==> src/rtl/mult_issue_ctrl_pkg.sv <==
// Shared types and constants for the multiplier issue controller.
// Provides mult_type_t, default latency/tag/ROB widths and a wrap helper.
package mult_issue_ctrl_pkg;

    typedef enum logic [1:0] {
        MULT   = 2'd0,
        MULH   = 2'd1,
        MULHSU = 2'd2,
        MULHU  = 2'd3
    } mult_type_t;

    localparam int MULT_LATENCY = 5;
    localparam int PREG_TAG_W   = 6;
    localparam int ROB_IDX_W    = 5;

    // (base + off) mod n, for off < n and base < n.
    function automatic int wrap_inc(int base, int off, int n);
        int s;
        s = base + off;
        if (s >= n) s = s - n;
        return s;
    endfunction

endpackage

==> src/rtl/mult_result_fifo.sv <==
// Result FIFO between the multiplier tag pipe and writeback.
// Ports: clock, reset (sync, active-low), clear, push/push_data, pop, head, count.
module mult_result_fifo #(
    parameter int W     = 43,
    parameter int DEPTH = 4,
    parameter int CNT_W = $clog2(DEPTH) + 1
) (
    input  logic             clock,
    input  logic             reset,
    input  logic             clear,
    input  logic             push,
    input  logic [W-1:0]     push_data,
    input  logic             pop,
    output logic [W-1:0]     head,
    output logic [CNT_W-1:0] count
);

    localparam int AW = $clog2(DEPTH);
    localparam logic [CNT_W-1:0] FULL = CNT_W'(DEPTH);

    logic [W-1:0]  mem [DEPTH];
    logic [AW-1:0] rptr;
    logic [AW-1:0] wptr;
    logic          empty;
    logic          take;

    assign empty = (count == '0);
    assign take  = pop && !empty;
    // Zero when empty so writeback sees clean outputs after reset/flush.
    assign head  = empty ? '0 : mem[rptr];

    always_ff @(posedge clock) begin
        if (!reset || clear) begin
            rptr  <= '0;
            wptr  <= '0;
            count <= '0;
        end else begin
            if (push) begin
                mem[wptr] <= push_data;
                wptr      <= wptr + AW'(1);
            end
            if (take) rptr <= rptr + AW'(1);
            count <= count + CNT_W'(push) - CNT_W'(take);
        end
    end

    // Credit gating upstream makes an overflowing push impossible.
    a_no_overflow : assert property (
        @(posedge clock) disable iff (!reset || clear)
        !(push && !take && count == FULL)
    );

endmodule

==> src/rtl/mult_issue_ctrl.sv <==
// Issue scheduler for the pipelined multiplier: round-robin grant, tag pipe,
// credit-gated result FIFO to writeback. Ports: clock, reset (sync, active-low),
// flush, req_* (per requester), mul_* (to/from multiplier), wb_* (writeback).
// Optional MULT_PERF_CNT_EN adds perf_issued / perf_credit_stall counters.
module mult_issue_ctrl
    import mult_issue_ctrl_pkg::*;
#(
    parameter int N_REQ      = 2,
    parameter int LATENCY    = MULT_LATENCY,
    parameter int FIFO_DEPTH = 4,
    parameter int TAG_W      = PREG_TAG_W,
    parameter int ROB_W      = ROB_IDX_W
) (
    input  logic                   clock,
    input  logic                   reset,
    input  logic                   flush,
    input  logic [N_REQ-1:0]       req_valid,
    output logic [N_REQ-1:0]       req_ready,
    input  logic [N_REQ*2-1:0]     req_type,
    input  logic [N_REQ*32-1:0]    req_in1,
    input  logic [N_REQ*32-1:0]    req_in2,
    input  logic [N_REQ*TAG_W-1:0] req_tag,
    input  logic [N_REQ*ROB_W-1:0] req_rob,
    output logic                   mul_valid,
    output mult_type_t             mul_type,
    output logic [31:0]            mul_in1,
    output logic [31:0]            mul_in2,
    input  logic [31:0]            mul_out,
    output logic                   wb_valid,
    input  logic                   wb_ready,
    output logic [31:0]            wb_data,
    output logic [TAG_W-1:0]       wb_tag,
    output logic [ROB_W-1:0]       wb_rob
`ifdef MULT_PERF_CNT_EN
    ,
    output logic [31:0]            perf_issued,
    output logic [31:0]            perf_credit_stall
`endif
);

    localparam int PTR_W  = $clog2(N_REQ);
    localparam int CNT_W  = $clog2(FIFO_DEPTH) + 1;
    localparam int META_W = TAG_W + ROB_W;

    logic [PTR_W-1:0]               rr_ptr;
    logic [PTR_W-1:0]               gsel;
    logic                           any_valid;
    logic                           credit_ok;
    logic                           can_issue;
    logic [N_REQ-1:0]               grant;
    logic [TAG_W-1:0]               sel_tag;
    logic [ROB_W-1:0]               sel_rob;
    logic [LATENCY-1:0]             pipe_v;
    logic [LATENCY-1:0][META_W-1:0] pipe_meta;
    logic [CNT_W-1:0]               fifo_count;
    logic [32+META_W-1:0]           head;

    // Every op in the tag pipe already owns a FIFO slot; pops this
    // cycle are not credited back until the count register updates.
    assign credit_ok = (int'(fifo_count) + $countones(pipe_v)) < FIFO_DEPTH;
    assign can_issue = reset && !flush && credit_ok;

    // Scan downward so the lowest offset from rr_ptr wins.
    always_comb begin
        gsel      = '0;
        any_valid = 1'b0;
        for (int k = N_REQ - 1; k >= 0; k--) begin
            if (req_valid[wrap_inc(int'(rr_ptr), k, N_REQ)]) begin
                gsel      = PTR_W'(wrap_inc(int'(rr_ptr), k, N_REQ));
                any_valid = 1'b1;
            end
        end
    end

    always_comb begin
        grant    = '0;
        mul_type = MULT;
        mul_in1  = '0;
        mul_in2  = '0;
        sel_tag  = '0;
        sel_rob  = '0;
        for (int k = 0; k < N_REQ; k++) begin
            if (can_issue && any_valid && int'(gsel) == k) begin
                grant[k] = 1'b1;
                mul_type = mult_type_t'(req_type[2*k +: 2]);
                mul_in1  = req_in1[32*k +: 32];
                mul_in2  = req_in2[32*k +: 32];
                sel_tag  = req_tag[TAG_W*k +: TAG_W];
                sel_rob  = req_rob[ROB_W*k +: ROB_W];
            end
        end
    end

    assign req_ready = grant;
    assign mul_valid = |grant;

    always_ff @(posedge clock) begin
        if (!reset) begin
            rr_ptr <= '0;
        end else if (mul_valid) begin
            rr_ptr <= PTR_W'(wrap_inc(int'(gsel), 1, N_REQ));
        end
    end

    // Flush only kills valid bits; stale meta is harmless.
    always_ff @(posedge clock) begin
        if (!reset || flush) begin
            pipe_v <= '0;
        end else begin
            pipe_v <= {pipe_v[LATENCY-2:0], mul_valid};
        end
    end

    always_ff @(posedge clock) begin
        if (!reset) begin
            pipe_meta <= '0;
        end else begin
            pipe_meta <= {pipe_meta[LATENCY-2:0], {sel_tag, sel_rob}};
        end
    end

    mult_result_fifo #(
        .W     (32 + META_W),
        .DEPTH (FIFO_DEPTH),
        .CNT_W (CNT_W)
    ) u_fifo (
        .clock     (clock),
        .reset     (reset),
        .clear     (flush),
        .push      (pipe_v[LATENCY-1]),
        .push_data ({mul_out, pipe_meta[LATENCY-1]}),
        .pop       (wb_valid && wb_ready),
        .head      (head),
        .count     (fifo_count)
    );

    assign wb_valid = (fifo_count != '0);
    assign {wb_data, wb_tag, wb_rob} = head;

`ifdef MULT_PERF_CNT_EN
    always_ff @(posedge clock) begin
        if (!reset) begin
            perf_issued       <= '0;
            perf_credit_stall <= '0;
        end else begin
            if (mul_valid) perf_issued <= perf_issued + 32'd1;
            if (any_valid && !flush && !credit_ok)
                perf_credit_stall <= perf_credit_stall + 32'd1;
        end
    end
`endif

endmodule

==> config.mk <==
export PLATFORM = sky130hd
export DESIGN_NAME = mult_issue_ctrl
export DESIGN_NICKNAME = d
export VERILOG_FILES = /design/src/rtl/mult_issue_ctrl_pkg.sv /design/src/rtl/mult_result_fifo.sv /design/src/rtl/mult_issue_ctrl.sv
export SDC_FILE = /design/constraint.sdc
export NUM_CORES = 1
export LEC_CHECK = 0
export BUFFER_PORTS_ARGS = -buffer_cell sky130_fd_sc_hd__buf_2
export CELL_PAD_IN_SITES_DETAIL_PLACEMENT = 0
export CELL_PAD_IN_SITES_GLOBAL_PLACEMENT = 2
export CORE_AREA = 5 5 177 179
export CTS_BUF_LIST = sky130_fd_sc_hd__clkbuf_4
export DETAILED_ROUTE_END_ITERATION = 6
export DIE_AREA = 0 0 182 184
export PLACE_DENSITY = 0.91
export SETUP_SLACK_MARGIN = 0.02
export SYNTH_ARGS = -nofsm -noshare
export SYNTH_HDL_FRONTEND = slang
export SYNTH_SLANG_ARGS = --single-unit
==> constraint.sdc <==
create_clock -name clock -period 2.9 [get_ports clock]
set_input_delay 0.435 -clock clock [delete_from_list [all_inputs] [get_ports clock]]
set_output_delay 0.435 -clock clock [all_outputs]
set_load 0.05 [all_outputs]
==> qor.log, run 1 <==
INFO  run_status     outcome=finished with violations
INFO  run_status     violations=setup timing
INFO  cts            clock_sink_count=242
INFO  worst_setup_path timing.critical_path.cells=fa_1, fa_2, ha_4, nor3_4, o2111ai_4, buf_6, buf_12, a21oi_4, buf_6, buf_12
INFO  worst_setup_path critical_path.n_buffers_inverters=4
INFO  final_layout   fillCellCount=2498
INFO  yosys          synth-seq-cells=242
INFO  grt            grt-busiest-layer=met2
INFO  grt            grt_use_met3=0.0566
INFO  grt            use_met1=0.181
INFO  place          hpwlAfterDp=19.0mm
INFO  yosys          mappedNetlistArea=10200µm²
INFO  routing        detailroute.via_count=7406
INFO  cts            max-clock-path-buffers=3
INFO  cts            cts.root.buffer_cell=sky130_fd_sc_hd__clkbuf_4
INFO  yosys          synthesized_netlist_cell_count=727
INFO  timing         slew_headroom=0.528
INFO  timing         hold_viol=0
INFO  cts            clkSlewWorstSetupHoldPaths=0.06ns
INFO  floorplanning  die_w=182µm
INFO  grt            maximum_number_of_pins_on_one_net_before_global_route_repair=85
INFO  timing         unrepaired_setup_endpoints_after_global_routing=yes
INFO  yosys          synth_area_leaders=sky130_fd_sc_hd__edfxtp_1 (51%), sky130_fd_sc_hd__dfxtp_1 (14%), sky130_fd_sc_hd__mux4_2 (9.5%), sky130_fd_sc_hd__nand3b_1 (5.7%), sky130_fd_sc_hd__a21oi_1 (3.8%)
INFO  pwr            maximum_ir_drop_on_the_vdd_rail=278µV
INFO  timing         max_freq=282MHz
INFO  grt            antenna_found_initial=8
INFO  hold_path      timing.hold.worst.class=input pin to register
INFO  grt            grt_pass1_wl=41.9mm
INFO  timing         layout_setup_ws=-0.647ns
INFO  final_layout   fraction_of_final_layout_cells_sized_beyond_drive_strength_1=0.494
INFO  worst_setup_path worst_setup_path_type=register to primary output
INFO  routing        routed_wire_length_per_instance=17.9µm
INFO  floorplanning  top_level_ports=305
INFO  yosys          yosysMostFrequentCell=sky130_fd_sc_hd__edfxtp_1
INFO  grt            global_route.overflow_total=0
INFO  timing         finalClockSkew=0.0339ns
INFO  cts            cts-buffers-inserted=56
INFO  routing        detail-route-antenna-nets=0
INFO  cts            tritoncts=yes
INFO  final_layout   finish.cell_count_without_fillers=1542
INFO  yosys          ys.warnings.count=0
INFO  worst_setup_path maximum_cell_stage_delay_along_the_critical_path=0.50ns
INFO  timing         timing.final.crit_period=3.55ns
INFO  yosys          synth-seq-area-share=0.644
INFO  routing        drt-initial-drc-count=318
INFO  grt            first_global_vias=7833
INFO  final_layout   final_net_count=1305
INFO  pwr            power.share.switching=0.236
INFO  yosys          number_of_enable_type_register_cells_in_the_synthesized_netlist=172
INFO  pwr            switchingPower=1.73mW
INFO  grt            grt_usage=0.158
INFO  routing        wirelength=27.6mm
INFO  floorplanning  fp-row-count=63
INFO  pwr            pwr-share-seq=0.505
INFO  pwr            share_comb_of_total_power=0.123
INFO  worst_setup_path cp-start-kind=register
INFO  pwr            powerDensity=488nW/µm²
INFO  worst_setup_path kind_of_end_point_of_the_critical_path=primary output
INFO  worst_setup_path critical-path-slowest-cell=sky130_fd_sc_hd__fa_1
INFO  floorplanning  dieArea=33500µm²
INFO  pwr            cell_internal_pwr=5.60mW
INFO  yosys          synth_async_sr_flop_share=0
INFO  cts            clock_latency=0.65ns
INFO  final_layout   area_delta_synth_final=47.6%
INFO  timing         maxSlewViolCount=0
INFO  place          final_replace_weighted_congestion=0.880
INFO  grt            met2_track_usage_gr=0.269
INFO  routing        route.detailed.drc=0
INFO  timing         worst_slew_pin_slew=0.701ns
INFO  place          io_buffer_count=304
INFO  pwr            design_power_total=7.33mW
INFO  place          place_inst=1392
INFO  floorplanning  die_h=184µm
INFO  floorplanning  core_area=29400µm²
INFO  cts            h-tree-depth=2
INFO  timing         final-setup-viol-count=69
INFO  yosys          synth_top_area_cell=sky130_fd_sc_hd__edfxtp_1
INFO  yosys          yosys_most_used_dff=sky130_fd_sc_hd__edfxtp_1
INFO  pwr            share_clk_of_total_power=0.372
INFO  yosys          synth_top_cell_area_share=0.507
INFO  job            timing.max_cap.violations=0
INFO  worst_setup_path timing.critical_path.required=2.47ns
INFO  timing         final_period_util=1.22
INFO  yosys          synth.avg_cell_area=14.0µm²
INFO  worst_setup_path crit_path_max_fanout=3
INFO  worst_setup_path critPathArrivalTime=3.11ns
INFO  pwr            p_leak=5.63nW
INFO  yosys          yosysUniqueCellTypes=34
INFO  routing        first_pass_iters=6
INFO  yosys          mapped_nets=931
INFO  worst_setup_path timing.critical_path.max_delay_family=adder cells
INFO  floorplanning  initial_core_util=0.347
INFO  routing        viasPerCell=4.80
INFO  yosys          post_synth_most_frequent_cells=sky130_fd_sc_hd__edfxtp_1 (172), sky130_fd_sc_hd__nand3b_1 (78), sky130_fd_sc_hd__a21oi_1 (77), sky130_fd_sc_hd__o21ai_0 (77), sky130_fd_sc_hd__dfxtp_1 (70)
[placed cells by master, fill, tap and decap left out, types with 3 or more instances in the layout]
master and n:
sky130_fd_sc_hd__nor2b_1 44, sky130_fd_sc_hd__a21oi_1 11, sky130_fd_sc_hd__nor2_1 8, sky130_fd_sc_hd__clkinv_1 12, sky130_fd_sc_hd__clkbuf_4 84, sky130_fd_sc_hd__mux4_2 43
sky130_fd_sc_hd__buf_4 17, sky130_fd_sc_hd__a21oi_2 4, sky130_fd_sc_hd__dlygate4sd3_1 32, sky130_fd_sc_hd__buf_6 45, sky130_fd_sc_hd__dfxtp_1 67, sky130_fd_sc_hd__and3_2 4
sky130_fd_sc_hd__buf_8 20, sky130_fd_sc_hd__clkinv_2 3, sky130_fd_sc_hd__edfxtp_1 172, sky130_fd_sc_hd__o21ai_0 77, sky130_fd_sc_hd__nand3b_1 78, sky130_fd_sc_hd__and2_1 50
sky130_fd_sc_hd__buf_12 27, sky130_fd_sc_hd__xor2_1 3, sky130_fd_sc_hd__diode_2 7, sky130_fd_sc_hd__ha_1 8, sky130_fd_sc_hd__inv_1 8, sky130_fd_sc_hd__a21oi_4 62
sky130_fd_sc_hd__buf_2 235
[power by group through the flow]
stage | Sequential (mW) | Combinational [mW] | Clock [mW]
after detailed placement | 3.78 | 0.752 | 0
final | 3.71 | 0.900 | 2.73
after global placement | 3.78 | 0.743 | 0
after floorplan | 3.78 | 0.453 | 0
after global routing | 3.70 | 0.959 | 3.03
after CTS | 3.70 | 0.898 | 2.84
[layer usage]
layer  part of all wire  routed length, µm
met5                  0                  0
met2               0.50              13800
met1               0.37              10300
met3              0.094               2590
met4              0.030                827
[worst min-delay path, cell delays in order]
cell and delay, ns:
sky130_fd_sc_hd__buf_2 0.09, sky130_fd_sc_hd__nand3b_1 0.06, sky130_fd_sc_hd__a21oi_1 0.05
[stage by stage]
stage / worst slack [ns] / setup TNS, ns / hold slack [ns] / area [µm²] / utilization
floorplan: -0.127 / -2.56 / 0.412 / 10800 / -
global placement: -0.321 / -9.54 / 0.414 / 13200 / 0.447
detailed placement: -0.368 / -11.21 / 0.418 / 13200 / 0.447
CTS: -0.756 / -45.61 / 0.0117 / 15000 / 0.509
global route: -0.825 / -51.10 / 0.0306 / 15000 / 0.511
finish: -0.647 / -38.23 / 0.0783 / 15000 / 0.511
[cell families after synthesis]
logic type,share of synthesized area
flops,0.644
simple gates,0.127
fa+ha+maj,0.0169
mux,0.0960
xor+xnor,0.00344
buf+inv,0.0322
compound gates,0.0798
[what timing repair did]
action | in CTS | in global routing
gates resized for setup | 157 | 22
hold endpoints to repair | 128 | 0
hold buffers | 32 | 0
cloned | 5 | 0
pin swaps | 5 | 0
buffers inserted | 4 | 2
setup endpoints to repair | 69 | 69
[worst paths after layout]
check,slack [ns],startpoint,depth (start not counted),to
worst max-delay path,-0.65,pipe_v[3],10,mul_type[0]
worst min-delay path,0.08,req_tag[10],3,pipe_meta[9]
worst max register to register,0.40,pipe_v[3],9,pipe_meta[10]
worst min register to register,0.41,pipe_meta[43],1,pipe_meta[54]
[sequential cells by signal (all words and copies together) (netlist names), named ones only]
signal	count
u_fifo.wptr	2
pipe_meta	55
u_fifo.mem	172
pipe_v	5
u_fifo.rptr	2
rr_ptr	1
u_fifo.count	3
[layout make-up]
cell class	count	area [µm²]	area share
Antenna cell	7	17.5	0.00116
Clock buffer	84	631	0.0419
Clock inverter	18	129	0.00857
Inverter	10	42.5	0.00283
Multi-Input combinational cell	412	4100	0.273
Sequential cell	242	6570	0.437
Tap cell	390	488	0.0325
Timing Repair Buffer	379	3060	0.203
No activity file was read; power rests on OpenSTA's default activity.
==> inputs of run 2 (changes only) <==
==> constraint.sdc (replaced) <==
create_clock -name clock -period 2.9 [get_ports clock]
set_input_delay 0.29 -clock clock [delete_from_list [all_inputs] [get_ports clock]]
set_output_delay 0.29 -clock clock [all_outputs]
set_load 0.05 [all_outputs]
==> run 2 against run 1 <==
The flow still finishes with violations (setup timing). Total power down 0.59%. Maximum frequency up 2.3%. Critical path depth unchanged. Cell count up 1.2%. Cell area up 0.24%. Worst setup slack better by 0.081 ns. Count of clock-buffer cells in the layout up 7. Combinational power about the same. Via count up 3.2%. Clock power down 2%. Critical path type unchanged. Largest cell class unchanged.
==> qor.log, run 2 (synthesized netlist as in run 1, its figures left out) <==
INFO  run_status     outcome=finished with violations
INFO  run_status     violations=setup timing
INFO  worst_setup_path worst_setup_path_type=register to primary output
INFO  timing         maxSlewViolCount=0
INFO  worst_setup_path kind_of_end_point_of_the_critical_path=primary output
INFO  worst_setup_path crit_path_max_fanout=8
INFO  floorplanning  initial_core_util=0.347
INFO  final_layout   register_area=6570µm²
INFO  final_layout   finish.cell_count_without_fillers=1561
INFO  cts            clock_latency=0.64ns
INFO  pwr            powerDensity=483nW/µm²
INFO  floorplanning  top_level_ports=305
INFO  cts            max-clock-path-buffers=3
INFO  timing         finalClockSkew=0.0431ns
INFO  grt            maximum_number_of_pins_on_one_net_before_global_route_repair=80
INFO  final_layout   fillCellCount=2431
INFO  final_layout   largest_reg_flops=172
INFO  routing        drt-initial-drc-count=387
INFO  grt            global_route.overflow_total=0
INFO  final_layout   reg.largest.list=u_fifo.mem: 172 flops, pipe_meta: 55 flops, pipe_v: 5 flops
INFO  routing        wirelength=27.9mm
INFO  worst_setup_path critPathArrivalTime=3.18ns
INFO  pwr            pwr-share-seq=0.508
INFO  cts            cts-buffers-inserted=55
INFO  pwr            share_clk_of_total_power=0.368
INFO  cts            h-tree-depth=2
INFO  floorplanning  die_h=184µm
INFO  pwr            share_comb_of_total_power=0.124
INFO  timing         layout_setup_ws=-0.566ns
INFO  job            timing.max_cap.violations=0
INFO  worst_setup_path cp-start-kind=register
INFO  routing        first_pass_iters=6
INFO  routing        route.detailed.drc=0
INFO  place          pre_cts_ws=-0.0844ns
INFO  routing        detailroute.via_count=7641
INFO  timing         slew_headroom=0.492
INFO  floorplanning  core_area=29400µm²
INFO  pwr            cell_internal_pwr=5.59mW
INFO  floorplanning  fp-row-count=63
INFO  pwr            p_leak=5.67nW
INFO  floorplanning  die_w=182µm
INFO  timing         worst_slew_pin_slew=0.755ns
INFO  timing         timing.setup.tns=-33.00ns
INFO  timing         final-setup-viol-count=69
INFO  place          io_buffer_count=304
INFO  final_layout   mostFrequentLayoutCells=sky130_fd_sc_hd__buf_2 (235), sky130_fd_sc_hd__edfxtp_1 (172), sky130_fd_sc_hd__clkbuf_4 (91)
INFO  final_layout   mostFrequentLayoutCell=sky130_fd_sc_hd__buf_2
INFO  pwr            maximum_ir_drop_on_the_vdd_rail=300µV
INFO  pwr            power.share.switching=0.233
INFO  cts            clock_sink_count=242
INFO  hold_path      timing.hold.worst.class=input pin to register
INFO  final_layout   area_delta_synth_final=47.9%
INFO  grt            grt_usage=0.155
INFO  routing        detail-route-antenna-nets=0
INFO  place          place_inst=1386
INFO  routing        viasPerCell=4.89
INFO  cts            cts.root.buffer_cell=sky130_fd_sc_hd__clkbuf_4
INFO  timing         hold_viol=0
INFO  place          final_replace_weighted_congestion=0.875
INFO  final_layout   final_net_count=1322
INFO  pwr            switchingPower=1.70mW
INFO  final_layout   area_of_combinational_cells_with_multiple_inputs=4050µm²
INFO  cts            clkSlewWorstSetupHoldPaths=0.06ns
INFO  timing         unrepaired_setup_endpoints_after_global_routing=yes
INFO  floorplanning  dieArea=33500µm²
INFO  final_layout   regMostFlops=u_fifo.mem
INFO  timing         max_freq=289MHz
INFO  timing         final_period_util=1.20
INFO  worst_setup_path timing.critical_path.required=2.61ns
INFO  final_layout   fraction_of_final_layout_cells_sized_beyond_drive_strength_1=0.487
INFO  final_layout   layout.core_utilization=0.513
INFO  timing         timing.final.crit_period=3.47ns
INFO  grt            first_global_vias=7866
INFO  routing        routed_wire_length_per_instance=17.8µm
INFO  grt            grt_pass1_wl=41.6mm
INFO  grt            antenna_found_initial=7
INFO  place          hpwlAfterDp=17.8mm
INFO  cts            tritoncts=yes
==> run 2: cell count changes in the layout (fill, tap and decap cells not counted), moves of 3 or more <==
cell	before	now
sky130_fd_sc_hd__buf_4	17	21
sky130_fd_sc_hd__buf_6	45	48
sky130_fd_sc_hd__a21oi_4	62	56
sky130_fd_sc_hd__clkbuf_4	84	91
sky130_fd_sc_hd__clkinv_1	12	8
sky130_fd_sc_hd__dlygate4sd3_1	32	54
sky130_fd_sc_hd__buf_12	27	19
sky130_fd_sc_hd__a21oi_2	4	10
sky130_fd_sc_hd__buf_8	20	15
==> run 2: timing repair <==
| action | CTS | global route |
|---|---|---|
| endpoints found under the setup margin | 69 | 71 |
| pin swaps | 4 | 1 |
| hold buffers | 54 | 1 |
| cloned | 4 | 2 |
| hold endpoints to repair | 139 | 1 |
| buffers inserted | 4 | 3 |
| gates resized for setup | 176 | 103 |
==> run 2: worst max-delay path, cell delays in order, from the launching register on <==
cell and delay [ns]:
sky130_fd_sc_hd__dfxtp_2 0.32, sky130_fd_sc_hd__fa_1 0.51, sky130_fd_sc_hd__fa_2 0.42, sky130_fd_sc_hd__ha_4 0.17
sky130_fd_sc_hd__nor3_4 0.17, sky130_fd_sc_hd__o2111ai_4 0.16, sky130_fd_sc_hd__buf_12 0.21, sky130_fd_sc_hd__buf_12 0.14
sky130_fd_sc_hd__buf_16 0.16, sky130_fd_sc_hd__a21oi_4 0.13, sky130_fd_sc_hd__buf_6 0.18
==> run 2: worst paths after layout <==
path                                     from  depth (start not counted)            end  slack [ns]
worst max register to register      pipe_v[3]                          9   pipe_meta[5]        0.10
worst min register to register  pipe_meta[27]                          1  pipe_meta[38]        0.42
worst min-delay path                 wb_ready                          4       register        0.09
worst max-delay path                pipe_v[3]                         10     mul_in1[4]       -0.57
==> run 2: routing by layer <==
layer / global-route usage / part of all wire
met1: 0.180 / 0.37
met3: 0.0437 / 0.080
met4: 0.0721 / 0.042
met5: 0 / 0
met2: 0.268 / 0.50
==> run 2: final cells by class <==
class | instances | share of cell area
clock buffers | 91 | 0.0453
multi-input cells | 412 | 0.268
repair buffers | 397 | 0.209
inverters | 10 | 0.00282
diodes | 8 | 0.00133
well taps | 390 | 0.0324
clock inverters | 11 | 0.00457
flip-flops and latches | 242 | 0.436
==> run 2: metrics by stage <==
| stage | power [mW] | area [µm²] | hold slack, ns |
|---|---|---|---|
| 2_1_floorplan | 4.13 | 10200 | 0.389 |
| 3_3_place_gp | 4.39 | 12400 | 0.413 |
| 3_5_place_dp | 4.40 | 12400 | 0.419 |
| 4_1_cts | 7.29 | 14500 | 0.0278 |
| 5_1_grt | 7.62 | 15100 | 0.0393 |
| 6_report | 7.29 | 15100 | 0.0871 |
==> run 2: power groups by stage <==
stage	registers (mW)	clock network, mW	logic, mW
after global placement	3.78	0	0.615
final	3.70	2.68	0.901
after global routing	3.70	2.96	0.959
after floorplan	3.78	0	0.352
after detailed placement	3.78	0	0.615
after CTS	3.70	2.78	0.806
==> inputs of run 3 (changes only) <==
--- a/config.mk
+++ b/config.mk
@@ -12,8 +12,9 @@
 export CTS_BUF_LIST = sky130_fd_sc_hd__clkbuf_4
 export DETAILED_ROUTE_END_ITERATION = 6
 export DIE_AREA = 0 0 182 184
-export PLACE_DENSITY = 0.91
+export PLACE_DENSITY = 0.9
 export SETUP_SLACK_MARGIN = 0.02
+export SKIP_LAST_GASP = 1
 export SYNTH_ARGS = -nofsm -noshare
 export SYNTH_HDL_FRONTEND = slang
 export SYNTH_SLANG_ARGS = --single-unit
==> run 3 against run 2 <==
The run still ends with setup timing left. Utilization shrank 1.7 points. Cell area shrank 3.4%. Routed wire length fell by 1.0%. First-iteration DRC count increased by 8.0%. Sequential share of layout area up 1.5 points. Sequential cell count is the same. Total power is 3.5% lower. Cell count is 0.83% lower. Maximum frequency up 0.26%. Worst hold slack got worse by 0.012 ns. Worst setup slack gained 0.0091 ns. Critical path type unchanged. Largest cell class unchanged.
==> qor.log, run 3 (synthesized netlist as in run 1, its figures left out) <==
INFO  routing        routed_wire_length_per_instance=17.8µm
INFO  timing         finalClockSkew=0.0284ns
INFO  pwr            powerDensity=483nW/µm²
INFO  final_layout   mostFrequentLayoutCells=sky130_fd_sc_hd__buf_2 (235), sky130_fd_sc_hd__edfxtp_1 (172), sky130_fd_sc_hd__clkbuf_4 (84)
INFO  place          detailed_place.area=12200µm²
INFO  grt            grt_usage=0.153
INFO  cts            clock_latency=0.65ns
INFO  floorplanning  die_w=182µm
INFO  final_layout   finished_cell_area=14600µm²
INFO  final_layout   fraction_of_final_layout_cells_sized_beyond_drive_strength_1=0.466
INFO  floorplanning  die_h=184µm
INFO  timing         hold_viol=0
INFO  run_status     violations=setup timing
INFO  final_layout   fillCellCount=2586
INFO  timing         layout_setup_ws=-0.557ns
INFO  cts            cts-buffers-inserted=54
INFO  run_status     outcome=finished with violations
INFO  worst_setup_path timing.critical_path.required=2.61ns
INFO  worst_setup_path critPathArrivalTime=3.17ns
INFO  routing        detailroute.via_count=7493
INFO  final_layout   area_delta_synth_final=42.9%
INFO  final_layout   regMostFlops=u_fifo.mem
INFO  final_layout   mostFrequentLayoutCell=sky130_fd_sc_hd__buf_2
INFO  job            timing.max_cap.violations=0
INFO  floorplanning  core_area=29400µm²
INFO  final_layout   layout.core_utilization=0.495
INFO  cts            max-clock-path-buffers=3
INFO  cts            h-tree-depth=2
INFO  floorplanning  initial_core_util=0.347
INFO  grt            grt_pass1_wl=40.9mm
INFO  cts            clkSlewWorstSetupHoldPaths=0.07ns
INFO  timing         maxSlewViolCount=0
INFO  place          hpwlAfterDp=17.4mm
INFO  grt            maximum_number_of_pins_on_one_net_before_global_route_repair=92
INFO  timing         max_freq=289MHz
INFO  hold_path      timing.hold.worst.class=input pin to register
INFO  grt            first_global_vias=7724
INFO  routing        detail-route-antenna-nets=0
INFO  routing        drt-initial-drc-count=418
INFO  routing        route.detailed.drc=0
INFO  final_layout   final_net_count=1315
INFO  timing         timing.setup.tns=-31.80ns
INFO  place          final_replace_weighted_congestion=0.911
INFO  place          io_buffer_count=304
INFO  timing         slew_headroom=0.564
INFO  cts            clock_sink_count=242
INFO  timing         final_period_util=1.19
INFO  routing        viasPerCell=4.84
INFO  timing         final-setup-viol-count=69
INFO  final_layout   largest_reg_flops=172
INFO  timing         worst_slew_pin_slew=0.653ns
INFO  grt            antenna_found_initial=7
INFO  routing        wirelength=27.6mm
INFO  grt            global_route.overflow_total=0
INFO  worst_setup_path kind_of_end_point_of_the_critical_path=primary output
INFO  worst_setup_path cp-start-kind=register
INFO  cts            cts.root.buffer_cell=sky130_fd_sc_hd__clkbuf_4
INFO  worst_setup_path worst_setup_path_type=register to primary output
INFO  floorplanning  dieArea=33500µm²
INFO  worst_setup_path crit_path_max_fanout=20
INFO  floorplanning  top_level_ports=305
INFO  routing        first_pass_iters=5
INFO  pwr            maximum_ir_drop_on_the_vdd_rail=291µV
INFO  pwr            p_leak=5.56nW
INFO  floorplanning  fp-row-count=63
INFO  pwr            design_power_total=7.03mW
INFO  timing         unrepaired_setup_endpoints_after_global_routing=yes
INFO  timing         timing.final.crit_period=3.46ns
INFO  cts            tritoncts=yes
INFO  final_layout   reg.largest.list=u_fifo.mem: 172 flops, pipe_meta: 55 flops, pipe_v: 5 flops
[run 3: worst max-delay path, cell delays in order (launching register included)]
cell and delay, ns:
sky130_fd_sc_hd__dfxtp_2 0.33, sky130_fd_sc_hd__fa_1 0.50, sky130_fd_sc_hd__fa_2 0.37, sky130_fd_sc_hd__ha_2 0.27
sky130_fd_sc_hd__nand3_2 0.11, sky130_fd_sc_hd__o2111ai_4 0.14, sky130_fd_sc_hd__buf_12 0.22, sky130_fd_sc_hd__buf_16 0.18
sky130_fd_sc_hd__a21oi_1 0.17, sky130_fd_sc_hd__buf_4 0.23
[run 3: layout make-up]
type                       count  area (µm²)  area share
sequential                   242        6570       0.451
multi-input combinational    412        3770       0.259
timing repair buffer         391        2990       0.205
clock buffer                  84         631      0.0433
tap                          390         488      0.0335
clock inverter                13        55.1     0.00378
inverter                      10        37.5     0.00258
antenna                        6        15.0     0.00103
[run 3: timing repair]
action / CTS / global route
endpoints found under the hold margin: 139 / 0
buffers inserted: 3 / 8
pin swaps: 3 / 1
resized for setup: 143 / 71
setup endpoints to repair: 69 / 80
cloned: 3 / 3
hold buffers: 54 / 0
[run 3: path summary, 6_finish.rpt]
path / from / end / slack, ns / cells past startpoint
worst max-delay path: pipe_v[3] / mul_in1[0] / -0.56 / 9
worst min-delay path: wb_ready / u_fifo.rptr[0] / 0.07 / 4
worst min register to register: pipe_meta[10] / pipe_meta[21] / 0.43 / 1
worst max register to register: pipe_v[3] / pipe_meta[5] / 0.31 / 9
[run 3: per-stage QoR]
step / std cells / hold WS [ns] / setup WS [ns]
floorplan: 727 / 0.389 / -0.236
global placement: 1374 / 0.415 / -0.0339
detailed placement: 1374 / 0.418 / -0.0931
CTS: 1531 / 0.0272 / -0.532
global route: 1548 / 0.0589 / -0.690
finish: 1548 / 0.0750 / -0.557
[run 3: where the power goes]
| part | switching (mW) | leakage, nW | total [mW] | internal, mW |
|---|---|---|---|---|
| clock network | 1.20 | 0.413 | 2.51 | 1.31 |
| registers | 0.00460 | 2.22 | 3.70 | 3.70 |
| logic | 0.466 | 2.92 | 0.820 | 0.354 |
| total | 1.67 | 5.56 | 7.03 | 5.37 |
[run 3: routing by layer]
layer	routed length, µm	share of wire	global-route usage
met3	2240	0.081	0.0459
met5	20	0.00073	0
met1	10500	0.38	0.181
met2	14100	0.51	0.264
met4	704	0.026	0.0573
